$ cat src/rtl/hdmi_video_pkg.sv
// hdmi_video_pkg: timing defaults (800x300 raster), RGB24 pixel type, stream FSM states
// and the eight-entry colour-bar table used by the optional test-pattern path.
package hdmi_video_pkg;

    localparam int unsigned DEF_H_ACTIVE = 800;
    localparam int unsigned DEF_H_FP     = 40;
    localparam int unsigned DEF_H_SYNC   = 128;
    localparam int unsigned DEF_H_BP     = 88;
    localparam int unsigned DEF_V_ACTIVE = 300;
    localparam int unsigned DEF_V_FP     = 1;
    localparam int unsigned DEF_V_SYNC   = 4;
    localparam int unsigned DEF_V_BP     = 23;
    localparam logic [23:0] DEF_FILL_RGB = 24'h000000;

    // {R[23:16], G[15:8], B[7:0]}
    typedef logic [23:0] rgb24_t;

    typedef enum logic {
        WAIT_SOF = 1'b0,
        RUN      = 1'b1
    } state_t;

    // Bars left to right: white, yellow, cyan, green, magenta, red, blue, black.
    function automatic rgb24_t bar_colour(input logic [2:0] idx);
        rgb24_t c;
        case (idx)
            3'd0:    c = 24'hFFFFFF;
            3'd1:    c = 24'hFFFF00;
            3'd2:    c = 24'h00FFFF;
            3'd3:    c = 24'h00FF00;
            3'd4:    c = 24'hFF00FF;
            3'd5:    c = 24'hFF0000;
            3'd6:    c = 24'h0000FF;
            default: c = 24'h000000;
        endcase
        return c;
    endfunction

endpackage

$ cat src/rtl/hdmi_timing_counter.sv
// hdmi_timing_counter: free-running h/v raster counters with active/hsync/vsync decode.
// Reset parks the raster at the first front-porch line so a full vsync precedes frame 0.
module hdmi_timing_counter
    import hdmi_video_pkg::*;
#(
    parameter int unsigned H_ACTIVE = DEF_H_ACTIVE,
    parameter int unsigned H_FP     = DEF_H_FP,
    parameter int unsigned H_SYNC   = DEF_H_SYNC,
    parameter int unsigned H_BP     = DEF_H_BP,
    parameter int unsigned V_ACTIVE = DEF_V_ACTIVE,
    parameter int unsigned V_FP     = DEF_V_FP,
    parameter int unsigned V_SYNC   = DEF_V_SYNC,
    parameter int unsigned V_BP     = DEF_V_BP,
    parameter int unsigned HW       = $clog2(H_ACTIVE + H_FP + H_SYNC + H_BP),
    parameter int unsigned VW       = $clog2(V_ACTIVE + V_FP + V_SYNC + V_BP)
) (
    input  logic          clk,
    input  logic          rst,
    output logic [HW-1:0] h_cnt,
    output logic [VW-1:0] v_cnt,
    output logic          active,
    output logic          hs,
    output logic          vs
);

    localparam int unsigned H_TOTAL = H_ACTIVE + H_FP + H_SYNC + H_BP;
    localparam int unsigned V_TOTAL = V_ACTIVE + V_FP + V_SYNC + V_BP;

    localparam logic [HW-1:0] H_LAST   = HW'(H_TOTAL - 1);
    localparam logic [HW-1:0] H_ACT_C  = HW'(H_ACTIVE);
    localparam logic [HW-1:0] HS_START = HW'(H_ACTIVE + H_FP);
    localparam logic [HW-1:0] HS_END   = HW'(H_ACTIVE + H_FP + H_SYNC);
    localparam logic [VW-1:0] V_LAST   = VW'(V_TOTAL - 1);
    localparam logic [VW-1:0] V_ACT_C  = VW'(V_ACTIVE);
    localparam logic [VW-1:0] VS_START = VW'(V_ACTIVE + V_FP);
    localparam logic [VW-1:0] VS_END   = VW'(V_ACTIVE + V_FP + V_SYNC);

    // Raster counters: h wraps every line, v advances on each h wrap; never stall.
    always_ff @(posedge clk or posedge rst) begin
        if (rst) begin
            h_cnt <= '0;
            v_cnt <= V_ACT_C;
        end else if (h_cnt == H_LAST) begin
            h_cnt <= '0;
            v_cnt <= (v_cnt == V_LAST) ? '0 : v_cnt + 1'b1;
        end else begin
            h_cnt <= h_cnt + 1'b1;
        end
    end

    // Position decode for the current counter values.
    always_comb begin
        active = (h_cnt < H_ACT_C) && (v_cnt < V_ACT_C);
        hs     = (h_cnt >= HS_START) && (h_cnt < HS_END);
        vs     = (v_cnt >= VS_START) && (v_cnt < VS_END);
    end

endmodule

$ cat src/rtl/hdmi_stream_timing.sv
// hdmi_stream_timing: turns a valid/ready RGB stream with start-of-frame markers into
// registered HDMI raster timing. Underflow or misalignment emits fill colour, sets a sticky
// flag and waits for the next sof at the frame origin.
// Optional HDMI_STREAM_TPG_EN adds tpg_sel, which replaces the stream with 8 colour bars.
module hdmi_stream_timing
    import hdmi_video_pkg::*;
#(
    parameter int unsigned H_ACTIVE = DEF_H_ACTIVE,
    parameter int unsigned H_FP     = DEF_H_FP,
    parameter int unsigned H_SYNC   = DEF_H_SYNC,
    parameter int unsigned H_BP     = DEF_H_BP,
    parameter int unsigned V_ACTIVE = DEF_V_ACTIVE,
    parameter int unsigned V_FP     = DEF_V_FP,
    parameter int unsigned V_SYNC   = DEF_V_SYNC,
    parameter int unsigned V_BP     = DEF_V_BP,
    parameter logic [23:0] FILL_RGB = DEF_FILL_RGB
) (
    input  logic        clk,
    input  logic        rst,
    input  logic [23:0] in_data,
    input  logic        in_sof,
    input  logic        in_valid,
`ifdef HDMI_STREAM_TPG_EN
    input  logic        tpg_sel,
`endif
    output logic        in_ready,
    output logic        hdmi_vs,
    output logic        hdmi_hs,
    output logic        hdmi_de,
    output logic [31:0] hdmi_data,
    output logic        frame_start,
    output logic        underflow
);

    localparam int unsigned HW = $clog2(H_ACTIVE + H_FP + H_SYNC + H_BP);
    localparam int unsigned VW = $clog2(V_ACTIVE + V_FP + V_SYNC + V_BP);

    logic [HW-1:0] h_cnt;
    logic [VW-1:0] v_cnt;
    logic          active, hs, vs, origin;
    logic          tpg_on;
    rgb24_t        tpg_rgb;
    state_t        state, state_d;
    logic          ready_c, take_c, err_c;
    rgb24_t        pix_c;

    hdmi_timing_counter #(
        .H_ACTIVE (H_ACTIVE),
        .H_FP     (H_FP),
        .H_SYNC   (H_SYNC),
        .H_BP     (H_BP),
        .V_ACTIVE (V_ACTIVE),
        .V_FP     (V_FP),
        .V_SYNC   (V_SYNC),
        .V_BP     (V_BP)
    ) u_counter (
        .clk    (clk),
        .rst    (rst),
        .h_cnt  (h_cnt),
        .v_cnt  (v_cnt),
        .active (active),
        .hs     (hs),
        .vs     (vs)
    );

    assign origin = (h_cnt == '0) && (v_cnt == '0);

`ifdef HDMI_STREAM_TPG_EN
    localparam int unsigned BAR_W = (H_ACTIVE >= 8) ? H_ACTIVE / 8 : 1;
    int unsigned bar_pos;
    logic [2:0]  bar_idx;

    // Bar index from the horizontal position; any remainder columns stay in the last bar.
    always_comb begin
        bar_pos = 32'(h_cnt) / BAR_W;
        bar_idx = (bar_pos > 7) ? 3'd7 : bar_pos[2:0];
    end

    assign tpg_on  = tpg_sel;
    assign tpg_rgb = bar_colour(bar_idx);
`else
    assign tpg_on  = 1'b0;
    assign tpg_rgb = FILL_RGB;
`endif

    // Handshake and next-state decode for the stream FSM.
    always_comb begin
        ready_c = 1'b0;
        take_c  = 1'b0;
        err_c   = 1'b0;
        state_d = state;
        if (tpg_on) begin
            state_d = WAIT_SOF;
        end else begin
            unique case (state)
                WAIT_SOF: begin
                    if (origin) begin
                        // Anything at the origin is taken; only a sof starts the frame.
                        ready_c = in_valid;
                        if (in_valid && in_sof) begin
                            take_c  = 1'b1;
                            state_d = RUN;
                        end
                    end else begin
                        // Flush stale pixels but hold a sof until the origin comes round.
                        ready_c = in_valid && !in_sof;
                    end
                end
                RUN: begin
                    if (active) begin
                        if (!in_valid) begin
                            ready_c = 1'b1;
                            err_c   = 1'b1;
                            state_d = WAIT_SOF;
                        end else if (in_sof != origin) begin
                            err_c   = 1'b1;
                            state_d = WAIT_SOF;
                        end else begin
                            ready_c = 1'b1;
                            take_c  = 1'b1;
                        end
                    end
                end
            endcase
        end
    end

    assign in_ready = ready_c && !rst;

    // Pixel selection for the active position.
    always_comb begin
        pix_c = FILL_RGB;
        if (tpg_on) begin
            pix_c = tpg_rgb;
        end else if (take_c) begin
            pix_c = in_data;
        end
    end

    // FSM state and all registered outputs, one cycle behind the counters.
    always_ff @(posedge clk or posedge rst) begin
        if (rst) begin
            state       <= WAIT_SOF;
            hdmi_vs     <= 1'b0;
            hdmi_hs     <= 1'b0;
            hdmi_de     <= 1'b0;
            hdmi_data   <= '0;
            frame_start <= 1'b0;
            underflow   <= 1'b0;
        end else begin
            state       <= state_d;
            hdmi_vs     <= vs;
            hdmi_hs     <= hs;
            hdmi_de     <= active;
            hdmi_data   <= active ? {8'h00, pix_c} : 32'h0;
            frame_start <= origin;
            if (err_c) begin
                underflow <= 1'b1;
            end
        end
    end

endmodule

$ cat config.mk
export PLATFORM = sky130hd
export DESIGN_NAME = hdmi_stream_timing
export DESIGN_NICKNAME = d
export VERILOG_FILES = /design/src/rtl/hdmi_video_pkg.sv /design/src/rtl/hdmi_timing_counter.sv /design/src/rtl/hdmi_stream_timing.sv
export SDC_FILE = /design/constraint.sdc
export NUM_CORES = 1
export LEC_CHECK = 0
export ABC_AREA = 0
export CAP_MARGIN = 20
export CORE_MARGIN = 5
export CORE_UTILIZATION = 44
export CTS_CLUSTER_SIZE = 8
export DETAILED_ROUTE_END_ITERATION = 10
export PLACE_DENSITY = 0.76
export SYNTH_ARGS = -nofsm -noshare
export SYNTH_HDL_FRONTEND = slang
export SYNTH_SLANG_ARGS = --single-unit
$ cat constraint.sdc
create_clock -name clk -period 3.44 [get_ports clk]
set_input_delay 0.86 -clock clk [delete_from_list [all_inputs] [get_ports clk]]
set_output_delay 0.86 -clock clk [all_outputs]
set_load 0.03 [all_outputs]
==> impl_results.md <==
- Outcome: completed
- Worst Clk Skew: between 0.01 and 0.015 ns
- Synthesized area per cell: 11.11 µm²
- Max FO, Critical Path: 6
- Post-synth EDFFs: 0
- Fin crit share: 92.86%
- Skew-Pair Late Insertion Delay: 0.31 ns
- HPWL Detailed: 3889 µm
- Synth Flop Type: dfrtp_1
- Setup bufs post-CTS: 0
- GRT overflow: 0
- TritonCTS Buffers: 5
- Peak supply drop: 0.1588 mV
- CTS Sinks: 50
- Share of the synthesized area in the top cell type: about 45%
- Clk slew on worst S/H paths: 0.09 ns
- Design Area, Final: between 3000 and 4000 µm²
- Hold Buf Count CTS: 0
- First-pass GRT wire length: 8749 µm
- Num ports: 66
- Area leader, netlist: dfrtp_1
- Area of the core: 5574 µm²
- CTS tree: yes
- Top cells by area, synth: dfrtp_1 (45%), a211oi_2 (9.8%), inv_1 (4.7%), dfstp_2 (4.1%), buf_4 (3.0%)
- GP Congestion: ~0.84
- Critical setup path kind: register to primary output
- Initial DRC Count: around 160
- Reg2reg setup slack: roughly 1.1 ns
- Initial antenna violation count: 0
- Root Driver: clkbuf_8
- Highest cell delay on the worst timing path: between 0.4 and 0.5 ns
- Cell chain of the critical path: inv_1 -> ha_1 -> nor4bb_2 -> and4_1 -> nand2_1 -> a311oi_1 -> buf_12
- Detail Route Antenna Nets: 0
- Area after DPL: approximately 3100 µm²
- DRC: 0
- Hold crit path type: register to register
- PostCTS Resize Cnt: 0
- RSZ-0062 raised after global routing: no
- YS warnings: 0
- Pin count of the biggest net entering global routing: 35
- Floorplan row count: 27
- # H-tree levels: 2
- Vias per cell: between 5 and 6
- Pwr/cell area: roughly 320 nW/µm²
- Sequential-to-total area share from yosys stat: between 40 and 50%
- Die width: around 86 µm
- Wirelength per Cell: between 10 and 15 µm
- Layout Nets: 317
- Die ar.: ~7400 µm²
- PortBufs: 57
- Required time worst endpoint: between 2 and 3 ns
- Initial core utilization: about 46%
- Worst Path Arrival: roughly 2.3 ns
- Total number of vias: between 1500 and 2000
- Max Cap Violations: 0
- Startpoint types: register
- Leak: between 1 and 1.5 nW
- Share of cells above drive strength 1: between 10% and 20%
- Most common cell in the netlist: dfrtp_1
- Ys async rst share: between 90% and 100%
- Most frequent cells after synthesis: dfrtp_1 (46), inv_1 (32), a211oi_2 (20)
- Fin. Hold Viols: 0
- Slew HR: 52.48%
- P&R area growth vs syn: 27.45%
- Setup_tns: 0 ns
- Critical Path Slowest Stage Cell: a311oi_1
- Fillers: approximately 470
- Die H: 86.04 µm
- Number of global-route vias before repair: between 1500 and 2000
- Total wire length: roughly 5300 µm
- Clock buffer depth: 2
- Post-synth cell types: 47
- Antenna Cells: 0
- Fin. max-slew vios: 0
- GRT Total Usage: ~15%
- Fmax: about 310 MHz
- Worst-Margin Slew: 0.7120 ns
- Worst Setup End Kind: primary output
- Seq cells post-synth: 50
- Post-layout min period: around 3.2 ns
- Cells after Synth: 229
- Post-synthesis cell area: between 2000 and 3000 µm²
- Total Power: roughly 0.0010 W
- DRT Pass-1 Iters: 4
- Final setup violation count: 0
==> cell families after synthesis <==
logic type	Yosys count	synth area share, %
buffers and inverters	51	10.33
adder cells (fa/ha/maj)	5	2.459
multiplexers	3	1.181
flip-flops	50	49.38
XOR/XNOR	13	4.476
AND/OR/NAND/NOR	64	15.64
other	1	0.1474
AO/OA/AOI/OAI	42	16.38
==> per-layer routing <==
metal | track usage, % | wire length, µm | vias to the layer above | part of all wire (%)
li1 | - | - | 893 | -
met1 | 19.24 | 2198 | 889 | 42
met2 | 25.44 | 2825 | 39 | 53
met3 | 2.882 | 204 | 7 | 3.9
met4 | 4.748 | 61 | 0 | 1.2
met5 | 0 | 0 | - | 0
==> layout make-up <==
class	instances	area, µm²	share of cell area, %
inverters	32	123.9	3.821
repair buffers	60	623.1	19.22
multi-input cells	135	1051	32.42
clock buffers	5	68.82	2.123
clock inverters	3	28.78	0.8877
well taps	72	90.09	2.779
flip-flops and latches	50	1256	38.75
==> final timing paths <==
kind                                    start                  to  cells past startpoint
max in group asynchronous                 rst  u_counter.v_cnt[3]                      3
hold / removal             u_counter.h_cnt[0]  u_counter.h_cnt[0]                      1
min in group asynchronous                 rst       hdmi_data[18]                      3
setup / recovery           u_counter.v_cnt[0]            in_ready                      7
hold reg to reg            u_counter.h_cnt[0]  u_counter.h_cnt[0]                      1
setup reg to reg           u_counter.v_cnt[0]        hdmi_data[0]                      6
==> power breakdown <==
part | leakage [nW] | switching (W) | internal, W
clock network | 0.0502 | 0.000211 | 0.000151
registers | 0.664 | 0.00000000254 | 0.000588
logic | 0.721 | 0.0000442 | 0.0000346
==> cells in the final DEF (no fill, tap or decap), types with 2 or more instances in the layout <==
cell type	instances
a211oi_1	5
a211oi_2	20
and2_1	2
and3_1	6
and4_1	4
buf_4	2
clkbuf_8	5
clkdlybuf4s50_1	56
clkinv_4	2
conb_1	8
dfrtp_1	46
dfstp_2	4
ha_1	5
inv_1	31
mux2i_1	3
nand2_1	11
nand3_1	7
nand3_2	2
nand4_1	5
nor2_1	6
nor2b_1	2
nor3_1	6
nor4_1	2
o21ai_0	6
or3_1	2
xnor2_1	6
xor2_1	7
==> state kept, by name, summed over array words and instances (netlist names) <==
name / count
hdmi_vs: 1
hdmi_hs: 1
u_counter.v_cnt: 9
u_counter.h_cnt: 11
frame_start: 1
hdmi_de: 1
underflow: 1
hdmi_data: 24
state: 1
==> critical path, delay by kind of cell, from the launching register on <==
family | cells | cell delay (ns)
and+or+nand+nor | 3 | 0.70
adders and majority gates | 1 | 0.14
DFF | 1 | 0.44
AOI/OAI and AO/OA | 1 | 0.46
buffers and inverters | 2 | 0.29
==> per-stage QoR <==
stage          hold WS (ns)  util (%)  std cells  setup slack (ns)
6_report             0.5002     58.16        357            0.2456
5_1_grt              0.5381     58.16        357           0.03452
4_1_cts              0.5021     57.67        356            0.2259
3_5_place_dp         0.4909     55.91        348            0.3399
3_3_place_gp         0.4726     55.91        348            0.3472
2_1_floorplan        0.4536         -        236           0.02668
Power figures use the tool's default switching activity.
